`config.mk`:
```
export PLATFORM = sky130hd
export DESIGN_NAME = median_frame_writer_flat
export DESIGN_NICKNAME = d
export VERILOG_FILES = /design/src/rtl/pixel_valid_if.sv /design/src/rtl/median_frame_writer.sv /design/src/flat_wrapper.sv
export SDC_FILE = /design/constraint.sdc
export NUM_CORES = 1
export LEC_CHECK = 0
export CORE_MARGIN = 1.5
export CORE_UTILIZATION = 45
export CTS_BUF_LIST = sky130_fd_sc_hd__clkbuf_16
export DETAILED_ROUTE_END_ITERATION = 7
export GPL_TIMING_DRIVEN = 0
export PLACE_DENSITY = 0.72
export SLEW_MARGIN = 20
export SYNTH_ARGS = -nofsm -noshare
export SYNTH_HDL_FRONTEND = slang
export SYNTH_SLANG_ARGS = --single-unit
```
`constraint.sdc`:
```
create_clock -name clk -period 1.9 [get_ports clk]
set_input_delay 0.285 -clock clk [delete_from_list [all_inputs] [get_ports clk]]
set_output_delay 0.285 -clock clk [all_outputs]
set_load 0.02 [all_outputs]
```
`src/rtl/pixel_valid_if.sv`:
```
// pixel_valid_if: valid-qualified pixel stream with no backpressure
// valid : pixel is meaningful this cycle
// pixel : PIXEL_W-bit pixel value
interface pixel_valid_if #(parameter int PIXEL_W = 8);
  logic               valid;
  logic [PIXEL_W-1:0] pixel;
  modport master (output valid, pixel);
  modport slave  (input  valid, pixel);
endinterface

```
`src/rtl/median_frame_writer.sv`:
```
// median_frame_writer: captures one raster frame from a pixel stream into a frame RAM write port
// clk, rst (sync, active-low) | start_i arms one frame | pixel_valid_if_i input stream
// wr_en_o/wr_addr_o/wr_data_o registered RAM write port | busy_o high in CAPTURE
// frame_done_o pulses with the last write | checksum_o running pixel sum | stray_o sticky out-of-frame pixel flag
module median_frame_writer #(
  parameter int IMAGE_LEN    = 1080,
  parameter int IMAGE_HEIGHT = 720,
  parameter int ADDR_W       = $clog2(IMAGE_LEN*IMAGE_HEIGHT),
  parameter int PIXEL_W      = 8
) (
  input  logic                clk,
  input  logic                rst,
  input  logic                start_i,
  pixel_valid_if.slave        pixel_valid_if_i,
  output logic                wr_en_o,
  output logic [ADDR_W-1:0]   wr_addr_o,
  output logic [PIXEL_W-1:0]  wr_data_o,
  output logic                busy_o,
  output logic                frame_done_o,
  output logic [31:0]         checksum_o,
  output logic                stray_o
);
  localparam int CW = IMAGE_LEN > 1 ? $clog2(IMAGE_LEN) : 1;
  localparam int RW = IMAGE_HEIGHT > 1 ? $clog2(IMAGE_HEIGHT) : 1;
  localparam logic [CW-1:0] COL_MAX = CW'(IMAGE_LEN-1);
  localparam logic [RW-1:0] ROW_MAX = RW'(IMAGE_HEIGHT-1);
  typedef enum logic [1:0] {IDLE, CAPTURE, DONE} state_t;
  state_t state_q, state_d;
  logic [CW-1:0] col_q, col_d;
  logic [RW-1:0] row_q, row_d;
  logic [ADDR_W-1:0] addr_q, addr_d, wr_addr_q, wr_addr_d;
  logic [PIXEL_W-1:0] wr_data_q, wr_data_d;
  logic [31:0] csum_q, csum_d;
  logic wr_en_q, wr_en_d, busy_q, busy_d, done_q, done_d, stray_q, stray_d;
  logic go, acc, last, adv;
  always_comb begin
    go        = state_q == IDLE && start_i;
    acc       = state_q == CAPTURE && pixel_valid_if_i.valid;
    last      = col_q == COL_MAX && row_q == ROW_MAX;
    // counters park on the final pixel so the address never runs past the frame
    adv       = acc && !last;
    state_d   = go ? CAPTURE : (acc && last) ? DONE : state_q == DONE ? IDLE : state_q;
    col_d     = go ? '0 : adv ? (col_q == COL_MAX ? '0 : col_q + 1'b1) : col_q;
    row_d     = go ? '0 : (adv && col_q == COL_MAX) ? row_q + 1'b1 : row_q;
    addr_d    = go ? '0 : adv ? addr_q + 1'b1 : addr_q;
    wr_en_d   = acc;
    wr_addr_d = acc ? addr_q : wr_addr_q;
    wr_data_d = acc ? pixel_valid_if_i.pixel : wr_data_q;
    busy_d    = state_d == CAPTURE;
    done_d    = acc && last;
    csum_d    = go ? '0 : acc ? csum_q + 32'(pixel_valid_if_i.pixel) : csum_q;
    // a pixel arriving in the same cycle as start is still stray, so set beats clear
    stray_d   = (pixel_valid_if_i.valid && state_q != CAPTURE) || (stray_q && !go);
  end
  always_ff @(posedge clk) begin
    if (!rst) begin
      state_q   <= IDLE;
      col_q     <= '0;
      row_q     <= '0;
      addr_q    <= '0;
      wr_en_q   <= 1'b0;
      wr_addr_q <= '0;
      wr_data_q <= '0;
      busy_q    <= 1'b0;
      done_q    <= 1'b0;
      csum_q    <= '0;
      stray_q   <= 1'b0;
    end else begin
      state_q   <= state_d;
      col_q     <= col_d;
      row_q     <= row_d;
      addr_q    <= addr_d;
      wr_en_q   <= wr_en_d;
      wr_addr_q <= wr_addr_d;
      wr_data_q <= wr_data_d;
      busy_q    <= busy_d;
      done_q    <= done_d;
      csum_q    <= csum_d;
      stray_q   <= stray_d;
    end
  end
  assign wr_en_o      = wr_en_q;
  assign wr_addr_o    = wr_addr_q;
  assign wr_data_o    = wr_data_q;
  assign busy_o       = busy_q;
  assign frame_done_o = done_q;
  assign checksum_o   = csum_q;
  assign stray_o      = stray_q;
endmodule

```
`src/flat_wrapper.sv`:
```
// flat-port wrapper written by rule: the top's interface ports become plain ports
module median_frame_writer_flat 
#(
  parameter int IMAGE_LEN    = 1080,
  parameter int IMAGE_HEIGHT = 720,
  parameter int ADDR_W       = $clog2(IMAGE_LEN*IMAGE_HEIGHT),
  parameter int PIXEL_W      = 8
)
  (clk, rst, start_i, wr_en_o, wr_addr_o, wr_data_o, busy_o, frame_done_o, checksum_o, stray_o, pixel_valid_if_i_valid, pixel_valid_if_i_pixel);
  pixel_valid_if #(.PIXEL_W(PIXEL_W)) pixel_valid_if_i_i ();
  input  logic clk;
  input  logic rst;
  input  logic start_i;
  output logic wr_en_o;
  output logic [ADDR_W-1:0] wr_addr_o;
  output logic [PIXEL_W-1:0] wr_data_o;
  output logic busy_o;
  output logic frame_done_o;
  output logic [31:0] checksum_o;
  output logic stray_o;
  input wire logic [$bits(pixel_valid_if_i_i.valid)-1:0] pixel_valid_if_i_valid;
  input wire logic [$bits(pixel_valid_if_i_i.pixel)-1:0] pixel_valid_if_i_pixel;
  assign pixel_valid_if_i_i.valid = pixel_valid_if_i_valid;
  assign pixel_valid_if_i_i.pixel = pixel_valid_if_i_pixel;
  median_frame_writer #(.IMAGE_LEN(IMAGE_LEN), .IMAGE_HEIGHT(IMAGE_HEIGHT), .ADDR_W(ADDR_W), .PIXEL_W(PIXEL_W)) u_core (.clk(clk), .rst(rst), .start_i(start_i), .pixel_valid_if_i(pixel_valid_if_i_i), .wr_en_o(wr_en_o), .wr_addr_o(wr_addr_o), .wr_data_o(wr_data_o), .busy_o(busy_o), .frame_done_o(frame_done_o), .checksum_o(checksum_o), .stray_o(stray_o));
endmodule
```
* Yosys cells after proc, flatten, opt, wreduce, memory -nomap -nowiden
Cells that the tools add are included. W data, S select, Z words.
Storage, ports and cells: word-level logic and storage cells 39, memories kept 0, latch bits 0, output and inout bits 64, memory bits (read-only) 0, bits in writable memories 0, bits in registers 107
Cells by class: divide/modulo/power cells 0, bitwise operators 1, shift operators 0, multiplexer cells 4, $add $sub $neg 4, $mul 0, reduce and logical (&&, ||, !) cells 13, magnitude comparators 0, equal/unequal tests 6
Operator list (number):
- $add A32 B8 Y32 | 1
- $add A20 B1 Y20 const B | 1
- $add A11 B1 Y11 const B | 1
- $eq A11 B11 Y1 const B | 1
- $mux W11 | 1
- $add A10 B1 Y10 const B | 1
- $eq A10 B10 Y1 const B | 1
- $logic_and A1 B1 Y1 | 8
- $mux W2 | 3
- $eq A2 B1 Y1 const B | 2
- $eq A2 B2 Y1 const B | 1
- $logic_not A1 Y1 | 2
- $logic_not A2 Y1 | 1
- $ne A2 B1 Y1 const B | 1
- $reduce_or A2 Y1 | 1
- $logic_or A1 B1 Y1 | 1
- $not A1 Y1 | 1

* Longest topological paths before layout
depth after elaboration 6, gate-level depth with buffers 8, mapped depth without buffers 8

* Worst setup path after synthesis
No wires, ideal clock.
kind register to register, from register u_core.csum_q[0], in the netlist u_core.checksum_o[0], to register u_core.csum_q[12], in the netlist u_core.checksum_o[12], library setup time 0.128 ns, stages on the path, launching flop included 9, arrival 1.954 ns, required time 1.772 ns, path buffers 0, setup slack -0.181 ns, period minus slack after synthesis 2.081 ns, cell sequence dfxtp_1 ha_1 fa_1 a21o_1 a31oi_1 a21oi_1 nand4_1 xor2_1 nor2_1
On the way: longest elaborated chain between the ends 1
RTL lines:
- from (decl) | line median_frame_writer.sv:33 | logic [31:0] csum_q, csum_d;
- from (signal assigned) | line median_frame_writer.sv:78 | csum_q <= csum_d;
- $add A32 B8 Y32 | line median_frame_writer.sv:51 | csum_d = go ? '0 : acc ? csum_q + 32'(pixel_valid_if_i.pixel) : csum_q;
Every way passes these cells. A chain may end at the register's enable or synchronous reset.

* Final worst setup path
from register u_core.col_q[7], to register u_core.row_q[3]
On the way: longest elaborated chain between the ends 5
RTL lines:
- from (decl) | line median_frame_writer.sv:29 | logic [CW-1:0] col_q, col_d;
- from (signal assigned) | line median_frame_writer.sv:70 | col_q <= col_d;
- $eq A11 B11 Y1 * | line median_frame_writer.sv:39, median_frame_writer.sv:44
- $logic_and A1 B1 Y1 | line median_frame_writer.sv:39 | last = col_q == COL_MAX && row_q == ROW_MAX;
- $logic_not A1 Y1 | line median_frame_writer.sv:41 | adv = acc && !last;
- $logic_and A1 B1 Y1 | line median_frame_writer.sv:41
- $logic_and A1 B1 Y1 * | line median_frame_writer.sv:44 | row_d = go ? '0 : (adv && col_q == COL_MAX) ? row_q + 1'b1 : row_q;
- to (signal assigned) | line median_frame_writer.sv:71 | row_q <= row_d;
- to (decl) | line median_frame_writer.sv:30 | logic [RW-1:0] row_q, row_d;
Mark *: on every way between the ends. The rest lies on a longest branch, timed or not.

==> results.yml <==
run_status:
  status: "complete, but fails checks"
  violations: "negative setup slack"
yosys:
  ys_ff_latch: 107
  synthesis.instances: 545
  yosysWarnings: 0
  avgSynthCellArea_sq_um: 8.66
  async_flop_share_pct: 0
  synth-seq-area-share_pct: 45.4
  ys_types: 55
  synth_edf_count: 0
  synth-main-ff-cell: "dfxtp_1"
  synth_area_sq_mm: 0.00472
  syn_nets: 569
clocking:
  cts.sinks: 107
  cts_tree: "yes"
  clk_latency_ns: 0.35
  root_buffer: "clkbuf_16"
  cts_hold_buffers: 0
  cts_inserted_buffers: 9
  clk_path_buf_depth: 2
  clk_pin_slew_ns: 0.07
  htreeDepth: 3
finish:
  design_area_sq_mm: 0.00653
  finalNonFillerCells: 793
  drive_gt1_share_pct: 19.2
  fin_nets: 676
  antenna_cells: 0
  area_growth_pct: 38.4
critical_path:
  cp_max_fo: 7
  cpMaxStageDelayCell: "or4_4"
  arrival_ns: 2.27
  cp_num_buf_inv: 1
  crit_start: "u_core.col_q[7]"
  worstSetupPathType: "flip-flop to flip-flop"
  reg2reg_from: "u_core.col_q[7]"
  required_ns: 2.14
  end_kind: "flip-flop"
  cp-start-kind: "flip-flop"
  cp_top_family: "simple AND/OR/NAND/NOR gates"
  max_stage_delay_ns: 0.58
  path_cells: "or4_4 -> nor4_4 -> nand2b_1 -> buf_6 -> nor2b_4 -> xnor2_2 -> nor2_1"
floorplan:
  ios: 76
  initial_core_util_pct: 46.1
  rows: 37
  core_area_sq_mm: 0.0102
  die_h_um: 105
  fp.dieW_um: 105
  die_area_sq_mm: 0.0111
sta:
  setup_viol: 33
  timing.final.crit_share_pct: 107
  tightest_slew_ns: 0.684
  slew_viol_final: 0
  fmax_ghz: 0.491
  final_hold_viol_count: 0
  setup_slack_ns: -0.137
  finalClockSkew_ns: 0.00743
  period_minus_slack_ns: 2.04
  rsz0062_at_grt: "yes"
  slew_headroom_pct: 54.2
drt:
  dr.pass1.iters: 4
  drt_iter0_markers: 182
  vias_per_cell: 5.26
  wl_per_cell_um: 15.1
  num_vias: 4172
  detail-route-antenna-nets: 0
  routed_wl_um: 12000
  drc: 0
power_and_ir_drop:
  leakage_nw: 2.31
  power.total_mw: 4.48
  vdd_ir_drop_max_v: 0.000419
  pwr_density_cell_mw_per_mm2: 686
run:
  cap_violations: 0
worst_hold_path:
  min_from: "pixel_valid_if_i_pixel[3]"
  hold_class: "input pin to flip-flop"
grt:
  antenna_found_initial: 0
  grt_pass1_wl_um: 19600
  grt_pass1_vias: 4143
  grt_max_degree: 18
  grt_overflow: 0
  grt_util_all_layers_pct: 21.8
place:
  io_buffers: 75
  place_area_sq_mm: 0.00569
  gp_congestion: 0.829
  placed_cells: 756
  hpwlAfterDp_um: 7870
-- what timing repair did --
item / in CTS / in global routing
resized for setup: 47 / 50
cloned: 0 / 1
setup endpoints to repair: 84 / 89
pin swaps: 36 / 42
buffers inserted: 12 / 10
-- power breakdown --
group,switching (mW),total [mW],internal (mW)
Combinational,0.208,0.343,0.135
Sequential,0.0144,2.27,2.26
Clock,0.843,1.86,1.02
Total,1.07,4.48,3.41
-- synthesized netlist by cell type (3+ instances only) --
master    count  share of area [%]
nand2b_1      3               0.40
mux2i_1       3               0.64
and2_1        5               0.66
and4_1        4               0.74
buf_1         3               0.24
inv_1         4               0.32
and3_1       16                2.1
nor2_1       78                6.2
xnor2_1      19                3.5
clkbuf_1     17                1.4
a211oi_1      3               0.48
o21ai_0       6               0.64
nand2_1      86                6.8
dfxtp_1     107                 45
nor3_1        3               0.32
a21o_1        3               0.48
xor2_1       46                8.5
nand4_1      19                2.5
ha_1         11                2.9
nand3_1      19                2.0
a21oi_1      45                4.8
-- per-stage QoR --
| stage | hold slack, ns | setup WS [ns] | setup TNS (ns) | utilization (%) |
|---|---|---|---|---|
| floorplan | 0.421 | 0.00376 | 0 | - |
| CTS | 0.374 | -0.0784 | -0.922 | 61.3 |
| finish | 0.283 | -0.137 | -1.47 | 63.8 |
| detailed placement | 0.448 | -0.619 | -45.69 | 55.6 |
| global placement | 0.442 | -0.622 | -41.99 | 55.6 |
| global route | 0.294 | -0.244 | -5.53 | 63.8 |
-- final timing paths --
kind | end | slack, ns | cells past startpoint
max | u_core.row_q[3] | -0.14 | 7
min | u_core.wr_data_o[3] | 0.28 | 3
max reg2reg | u_core.row_q[3] | -0.14 | 7
min reg2reg | u_core.wr_addr_o[7] | 0.45 | 2
-- tightest hold or removal path: stages --
cell            delay [ns]
dlymetal6s2s_1        0.17
nand2_1               0.08
a21oi_1               0.06
-- kinds of logic after synthesis --
group | after synthesis | share of synthesized area, %
buf+inv | 26 | 2.17
simple gates | 255 | 26.3
mux | 3 | 0.636
flops | 107 | 45.4
fa+ha+maj | 12 | 3.34
compound gates | 77 | 10.1
xor+xnor | 65 | 12.1
-- per-layer routing --
layer  share of wire (%)  vias up  track usage (%)
met1                  44     2011             26.4
li1                    -     2058                -
met5                   0        -                0
met2                  51       89             38.3
met3                 3.6       14             4.95
met4                 1.6        0             7.05
-- cell usage in the layout (no fill, tap or decap), types with 3 or more instances in the layout --
| cell type | instances |
|---|---|
| a21oi_1 | 40 |
| a21oi_2 | 4 |
| a21oi_4 | 3 |
| and2_1 | 6 |
| and3_1 | 15 |
| and4_2 | 3 |
| buf_4 | 18 |
| buf_6 | 4 |
| clkbuf_1 | 8 |
| clkbuf_16 | 9 |
| clkbuf_2 | 7 |
| clkdlybuf4s50_1 | 68 |
| dfxtp_1 | 95 |
| dfxtp_2 | 11 |
| dlygate4sd2_1 | 5 |
| ha_1 | 4 |
| ha_4 | 5 |
| inv_1 | 6 |
| mux2i_1 | 3 |
| nand2_1 | 81 |
| nand2_2 | 4 |
| nand2b_1 | 3 |
| nand3_1 | 6 |
| nand3_2 | 13 |
| nand4_1 | 19 |
| nor2_1 | 77 |
| nor3_1 | 3 |
| xnor2_1 | 17 |
| xor2_1 | 45 |
-- registers in the layout (all words and copies together), names as in the netlist --
register	count
u_core.checksum_o	32
u_core.busy_o	1
u_core.state_q	2
u_core.frame_done_o	1
u_core.stray_o	1
u_core.wr_en_o	1
u_core.row_q	10
u_core.col_q	11
u_core.addr_q	20
u_core.wr_addr_o	20
u_core.wr_data_o	8
-- cell type report --
cell class                      count  area, sq um
Buffer                             20          101
Timing Repair Buffer               97          947
Tap cell                          136          170
Clock inverter                      7         68.8
Inverter                            4         15.0
Clock buffer                        9          225
Sequential cell                   107         2160
Fill cell                         804         3700
Multi-Input combinational cell    413         2840
Note: power is estimated with default switching activity, not from simulation.
